## src/rtl/oam_dma_engine.sv

```systemverilog
// OAM DMA engine: a CPU write to DMA_REG_ADDR stalls the CPU and copies one
// 256-byte page to the PPU OAMDATA register, one read/write pair per byte.
module oam_dma_engine #(
   parameter logic [15:0] DMA_REG_ADDR = 16'h4014,
   parameter logic [15:0] OAMDATA_ADDR = 16'h2004
) (
   input  logic        clock,
   input  logic        reset_n,
   input  logic        clock_en,
   input  logic [15:0] cpu_addr,
   input  logic        cpu_r_en,
   input  logic [7:0]  cpu_w_data,
   input  logic [7:0]  mem_r_data,
   output logic [15:0] mem_addr,
   output logic        mem_r_en,
   output logic [7:0]  mem_w_data,
   output logic        cpu_stall,
   output logic [7:0]  dma_index
);

   localparam int unsigned ADDR_W = 16;
   localparam int unsigned DATA_W = 8;

   typedef enum logic [1:0] {
      IDLE  = 2'd0,
      ALIGN = 2'd1,
      READ  = 2'd2,
      WRITE = 2'd3
   } state_t;

   state_t              state;
   logic [DATA_W-1:0]   page;
   logic                par;
   logic                trigger;

   assign trigger = (cpu_addr == DMA_REG_ADDR) && !cpu_r_en;

   // Transfer sequencer; everything advances only on enabled CPU cycles
   always_ff @(posedge clock or negedge reset_n) begin
      if (!reset_n) begin
         state     <= IDLE;
         page      <= '0;
         dma_index <= '0;
         par       <= 1'b0;
      end else if (clock_en) begin
         par <= ~par;
         case (state)
            IDLE: begin
               if (trigger) begin
                  page      <= cpu_w_data;
                  dma_index <= '0;
                  state     <= ALIGN;
               end
            end
            ALIGN: begin
               // leave only on an even cycle so READ lands on the get phase
               if (!par) state <= READ;
            end
            READ: begin
               state <= WRITE;
            end
            WRITE: begin
               if (dma_index != 8'hFF) begin
                  dma_index <= dma_index + DATA_W'(1);
                  state     <= READ;
               end else begin
                  state <= IDLE;
               end
            end
            default: state <= IDLE;
         endcase
      end
   end

   // Bus mux: CPU pass-through when idle, engine-driven otherwise
   always_comb begin
      mem_addr   = cpu_addr;
      mem_r_en   = cpu_r_en;
      mem_w_data = cpu_w_data;
      case (state)
         ALIGN: begin
            mem_r_en   = 1'b1;
            mem_w_data = '0;
         end
         READ: begin
            mem_addr   = ADDR_W'({page, dma_index});
            mem_r_en   = 1'b1;
            mem_w_data = '0;
         end
         WRITE: begin
            mem_addr   = OAMDATA_ADDR;
            mem_r_en   = 1'b0;
            mem_w_data = mem_r_data;
         end
         default: ;
      endcase
   end

   assign cpu_stall = (state != IDLE);

endmodule

```

## config.mk

```make
export PLATFORM = sky130hd
export DESIGN_NAME = oam_dma_engine
export DESIGN_NICKNAME = d
export VERILOG_FILES = /design/src/rtl/oam_dma_engine.sv
export SDC_FILE = /design/constraint.sdc
export NUM_CORES = 1
export LEC_CHECK = 0
export ABC_CLOCK_PERIOD_IN_PS = 5200
export CELL_PAD_IN_SITES_DETAIL_PLACEMENT = 0
export CELL_PAD_IN_SITES_GLOBAL_PLACEMENT = 2
export CORE_ASPECT_RATIO = 0.8
export CORE_MARGIN = 8
export CORE_UTILIZATION = 24
export DETAILED_ROUTE_END_ITERATION = 12
export GPL_TIMING_DRIVEN = 0
export HOLD_SLACK_MARGIN = 0.1
export PLACE_DENSITY_LB_ADDON = 0.1
export REMOVE_ABC_BUFFERS = 1
export SKIP_LAST_GASP = 1
export SLEW_MARGIN = 5
export SYNTH_ARGS = -nofsm -noshare
export SYNTH_HDL_FRONTEND = slang
export SYNTH_SLANG_ARGS = --single-unit
```

## constraint.sdc

```tcl
create_clock -name clock -period 5.2 [get_ports clock]
set_input_delay 1.04 -clock clock [delete_from_list [all_inputs] [get_ports clock]]
set_output_delay 1.04 -clock clock [all_outputs]
set_load 0.01 [all_outputs]
```

# After elaboration in Yosys (flattened, before gate mapping)
# Index checks and enable logic that the tools add are counted.
# totals
ramBits	0
ff_bits	19
n_memories	0
latchBits	0
output_inout_bits	34
elab_cells	33
romBits	0
# classes
n_lt_le_gt_ge	0
muxes	10
div	0
shift	0
bitwise	1
mul	0
reduce_logical	9
addsub	1
eq_ne	8
# op_table
operator	count
16-bit one-hot mux with 2 select lines	1
8-bit one-hot mux with 2 select lines	2
16-bit by 15-bit equality test with 1-bit output (second input constant)	1
8-bit two-way mux	2
8-bit by 1-bit adder with 8-bit output (second input constant)	1
8-bit inequality test (second input constant)	1
2-bit one-hot mux with 4 select lines	1
2-bit two-way mux	3
2-bit inequality test (second input constant)	3
3-bit AND reduction	2
2-bit equality test (second input constant)	2
4-bit AND reduction	1
2-bit nonzero test	2
2-bit by 1-bit equality test with 1-bit output (second input constant)	1
2-bit logical NOT	1
1-bit one-hot mux with 2 select lines	1
2-bit OR reduction	1
1-bit logical AND	1
1-bit logical NOT	1
1-bit inverter	1

# Logic depth before layout (Yosys ltp)
# depth
ltp_word	4
mapped_depth	6

# Worst setup path after synthesis
# No wires, ideal clock.
# synth_timing
kind	reg-to-output
startpoint	register state[0]
endpoint	output port mem_addr[10]
stages_incl_launch_ff	6
t_required_ns	4.160
path_buffers	2
arrival_ns	1.487
path_slack_ns	2.673
path_cell_list	dfrtp_1 -> inv_1 -> ha_1 -> clkbuf_1 -> clkbuf_1 -> a22o_1
# synth_between
elab_chain_len	2
word_cells_on_any_way	3
# synth_lines
item	line_no	source
from (decl)	31	state_t state;
from (signal assigned)	41	state <= IDLE;
from (signal assigned)	52	state <= ALIGN;
from (signal assigned)	57	if (!par) state <= READ;
2-bit equality test	80	case (state)
16-bit one-hot mux with 2 select lines (*)	80	
to (decl)	14	output logic [15:0] mem_addr,
# Mark *: on every way between the ends. The rest lies on a longest branch, timed or not.

# Final worst setup path
# layout_timing
startpoint	register state[0]
endpoint	output port mem_addr[5]
# Same word-level chain as after synthesis.

==> flow_summary.json <==
{
  "worstMarginPinSlew_ps": 1040,
  "setup_tns_ps": 0,
  "finalSetupViolations": 0,
  "finalPower_w": 0.00102,
  "required_ps": 4160,
  "final_cell_area_mm2": 0.00217,
  "cts_tree": "done",
  "route.detailed.drc": 0,
  "grt_setup_unrepaired": "no",
  "fp.coreArea_mm2": 0.00547,
  "grtUsageTotal": 0.128,
  "nNetsFinal": 248,
  "ios": 70,
  "drt-wirelength-per-cell_um": 18.9,
  "grt_pass1_vias": 1536,
  "relSlewSlack": 0.301,
  "clock_sinks": 19,
  "cts_resized": 0,
  "r2r_slack_ps": 2860,
  "portBuffers": 69,
  "hp-class": "reg2reg",
  "path_class": "reg2out",
  "crit_path_end": "mem_addr[5]",
  "gr-usage-met3": 0.0475,
  "fin_crit_ps": 4040,
  "start_util": 0.249,
  "gp_congestion": 0.794,
  "dp_hpwl_mm": 4.17,
  "cts_root_buffer": "clkbuf_8",
  "holdCritStartpoint": "par$_DFFE_PN0P_",
  "vias": 1452,
  "antennaDiodeCount": 0,
  "slew_viol_final": 0,
  "outcome": "completed",
  "h-tree-depth": 1,
  "drtIter0Drc": 86,
  "fin_crit_sh": 0.777,
  "vias_per_cell": 5.13,
  "worstSkewPairLatency_ps": 260,
  "fillers": 563,
  "routed_wl_mm": 5.34,
  "cts_made_buffers": 3,
  "synth.avg_cell_area_um2": 9.92,
  "netlist_area_mm2": 0.00136,
  "die_height_um": 83.3,
  "path_max_fanout": 20,
  "hold_buffers": 0,
  "max_freq_mhz": 248,
  "startpoint": "state[0]$_DFFE_PN0P_",
  "synthFlopType": "dfrtp_1",
  "grt_start_max_net_pins": 21,
  "placed_cell_area_mm2": 0.00212,
  "final_common_cell": "clkdlybuf4s50_1",
  "yosysWarnings": 0,
  "cts_setup_buffers": 0,
  "gr-usage-met1": 0.153,
  "final_cell_mix": "69 x clkdlybuf4s50_1, 21 x a22o_1, 19 x dfrtp_1, 12 x nand2_1, 8 x mux2_2",
  "grt_pass1_wl_mm": 8.51,
  "drv_cap": 0,
  "overflow": 0,
  "reg2reg_to": "dma_index[4]$_DFFE_PN0P_",
  "crit_arrival_ps": 3000,
  "hold_viol": 0,
  "synthDistinctLibCells": 40,
  "syn_inst": 137,
  "ys_seq_area_frac": 0.350,
  "antenna_found_initial": 0,
  "die_w_um": 100,
  "grt_use_met2": 0.213,
  "cp-end-kind": "output pin",
  "ir_drop_mv": 0.189,
  "power_density_mw_per_mm2": 469,
  "drt_first_pass_iters": 4,
  "clk_path_buf_depth": 2,
  "final_antenna_net_count": 0,
  "grt_busiest_layer": "met2",
  "area_delta_synth_final_pct": 59.8,
  "fp-row-count": 24,
  "ys_async_sr_fraction": 1.00,
  "p_leak_nw": 0.908,
  "die-area_mm2": 0.00834,
  "start_kind": "flip-flop",
  "fin_skew_ps": 4.71,
  "r2r_start": "state[1]$_DFFE_PN0P_",
  "ys_ff_latch": 19,
  "clkTransAtPathRegs_ps": 70,
  "synth_edf_count": 0,
  "drive_gt1_frac": 0.102,
  "worst_r2r_path_depth": 6
}
## per-stage QoR
stage / utilization / worst slack (ps) / instances / hold WS (ps)
after floorplan: - / 2550 / 132 / 442
after global placement: 0.389 / 1430 / 279 / 466
after detailed placement: 0.389 / 1430 / 279 / 477
after CTS: 0.397 / 1090 / 283 / 497
after global routing: 0.397 / 909 / 283 / 527
final: 0.397 / 1160 / 283 / 493
## logic make-up after synthesis
group / Yosys count / share of synthesized area
and+or+nand+nor: 49 / 0.220
AOI/OAI and AO/OA: 42 / 0.251
DFF: 19 / 0.350
muxes: 11 / 0.0893
buffers and inverters: 9 / 0.0276
adders and majority gates: 6 / 0.0552
xor gates and xnor gates: 1 / 0.00645
## critical path: stages, from the launching register on
cell and delay [ps]:
dfrtp_1 430, inv_1 100, ha_1 480, nor2_1 910
a22o_1 270, clkdlybuf4s50_1 540
## metal layers
layer	up-vias	part of all wire	wire length, µm
met2	60	0.48	2570
met4	0	0.0071	38
met5	-	0	0
met3	4	0.090	479
met1	719	0.42	2260
li1	669	-	-
## report_power, final
part	switching, W	internal [W]	leakage, nW	total (W)
sequential	0.0000415	0.000174	0.251	0.000215
combinational	0.000344	0.000349	0.631	0.000693
clock	0.0000558	0.0000535	0.0255	0.000109
total	0.000441	0.000576	0.908	0.00102
## cells in the mapped netlist, types with 2 or more instances
master     n  area [µm²]
inv_1      3        11.3
nand2_1   12        45.0
and3_1     3        18.8
o21ai_0    4        20.0
nand3_1    5        25.0
ha_1       6        75.1
dfrtp_1   19         475
o21ai_1    3        15.0
nor2_1     6        22.5
or2_2      3        18.8
a211o_1    3        26.3
mux2i_1    2        20.0
nor4b_1    3        26.3
nor3_1     3        15.0
nor4_1     4        25.0
nor4b_2    2        30.0
mux2_2     8        90.1
a31oi_1    3        18.8
a22o_1    21         184
clkbuf_1   4        15.0
## flip-flops by register name, indices dropped and copies added (netlist names)
name and count:
dma_index 8, page 8, par 1, state 2
## area by class of cell
type                    instances  area (µm²)  share of cell area
multi-input cells             109         846               0.390
repair buffers                 69         691               0.318
flip-flops and latches         19         475               0.219
well taps                      78        97.6              0.0450
clock buffers                   3        41.3              0.0190
inverters                       4        15.0             0.00692
clock inverters                 1        5.00             0.00231
## how the worst min path moves through the flow
stage | slack [ps] | depth (start not counted) | to
after floorplan | 440 | 1 | par$_DFFE_PN0P_
after global placement | 470 | 1 | par$_DFFE_PN0P_
after detailed placement | 480 | 1 | par$_DFFE_PN0P_
after CTS | 500 | 1 | par$_DFFE_PN0P_
after global routing | 530 | 1 | par$_DFFE_PN0P_
final | 490 | 1 | par$_DFFE_PN0P_
Power figures use the tool's default switching activity.
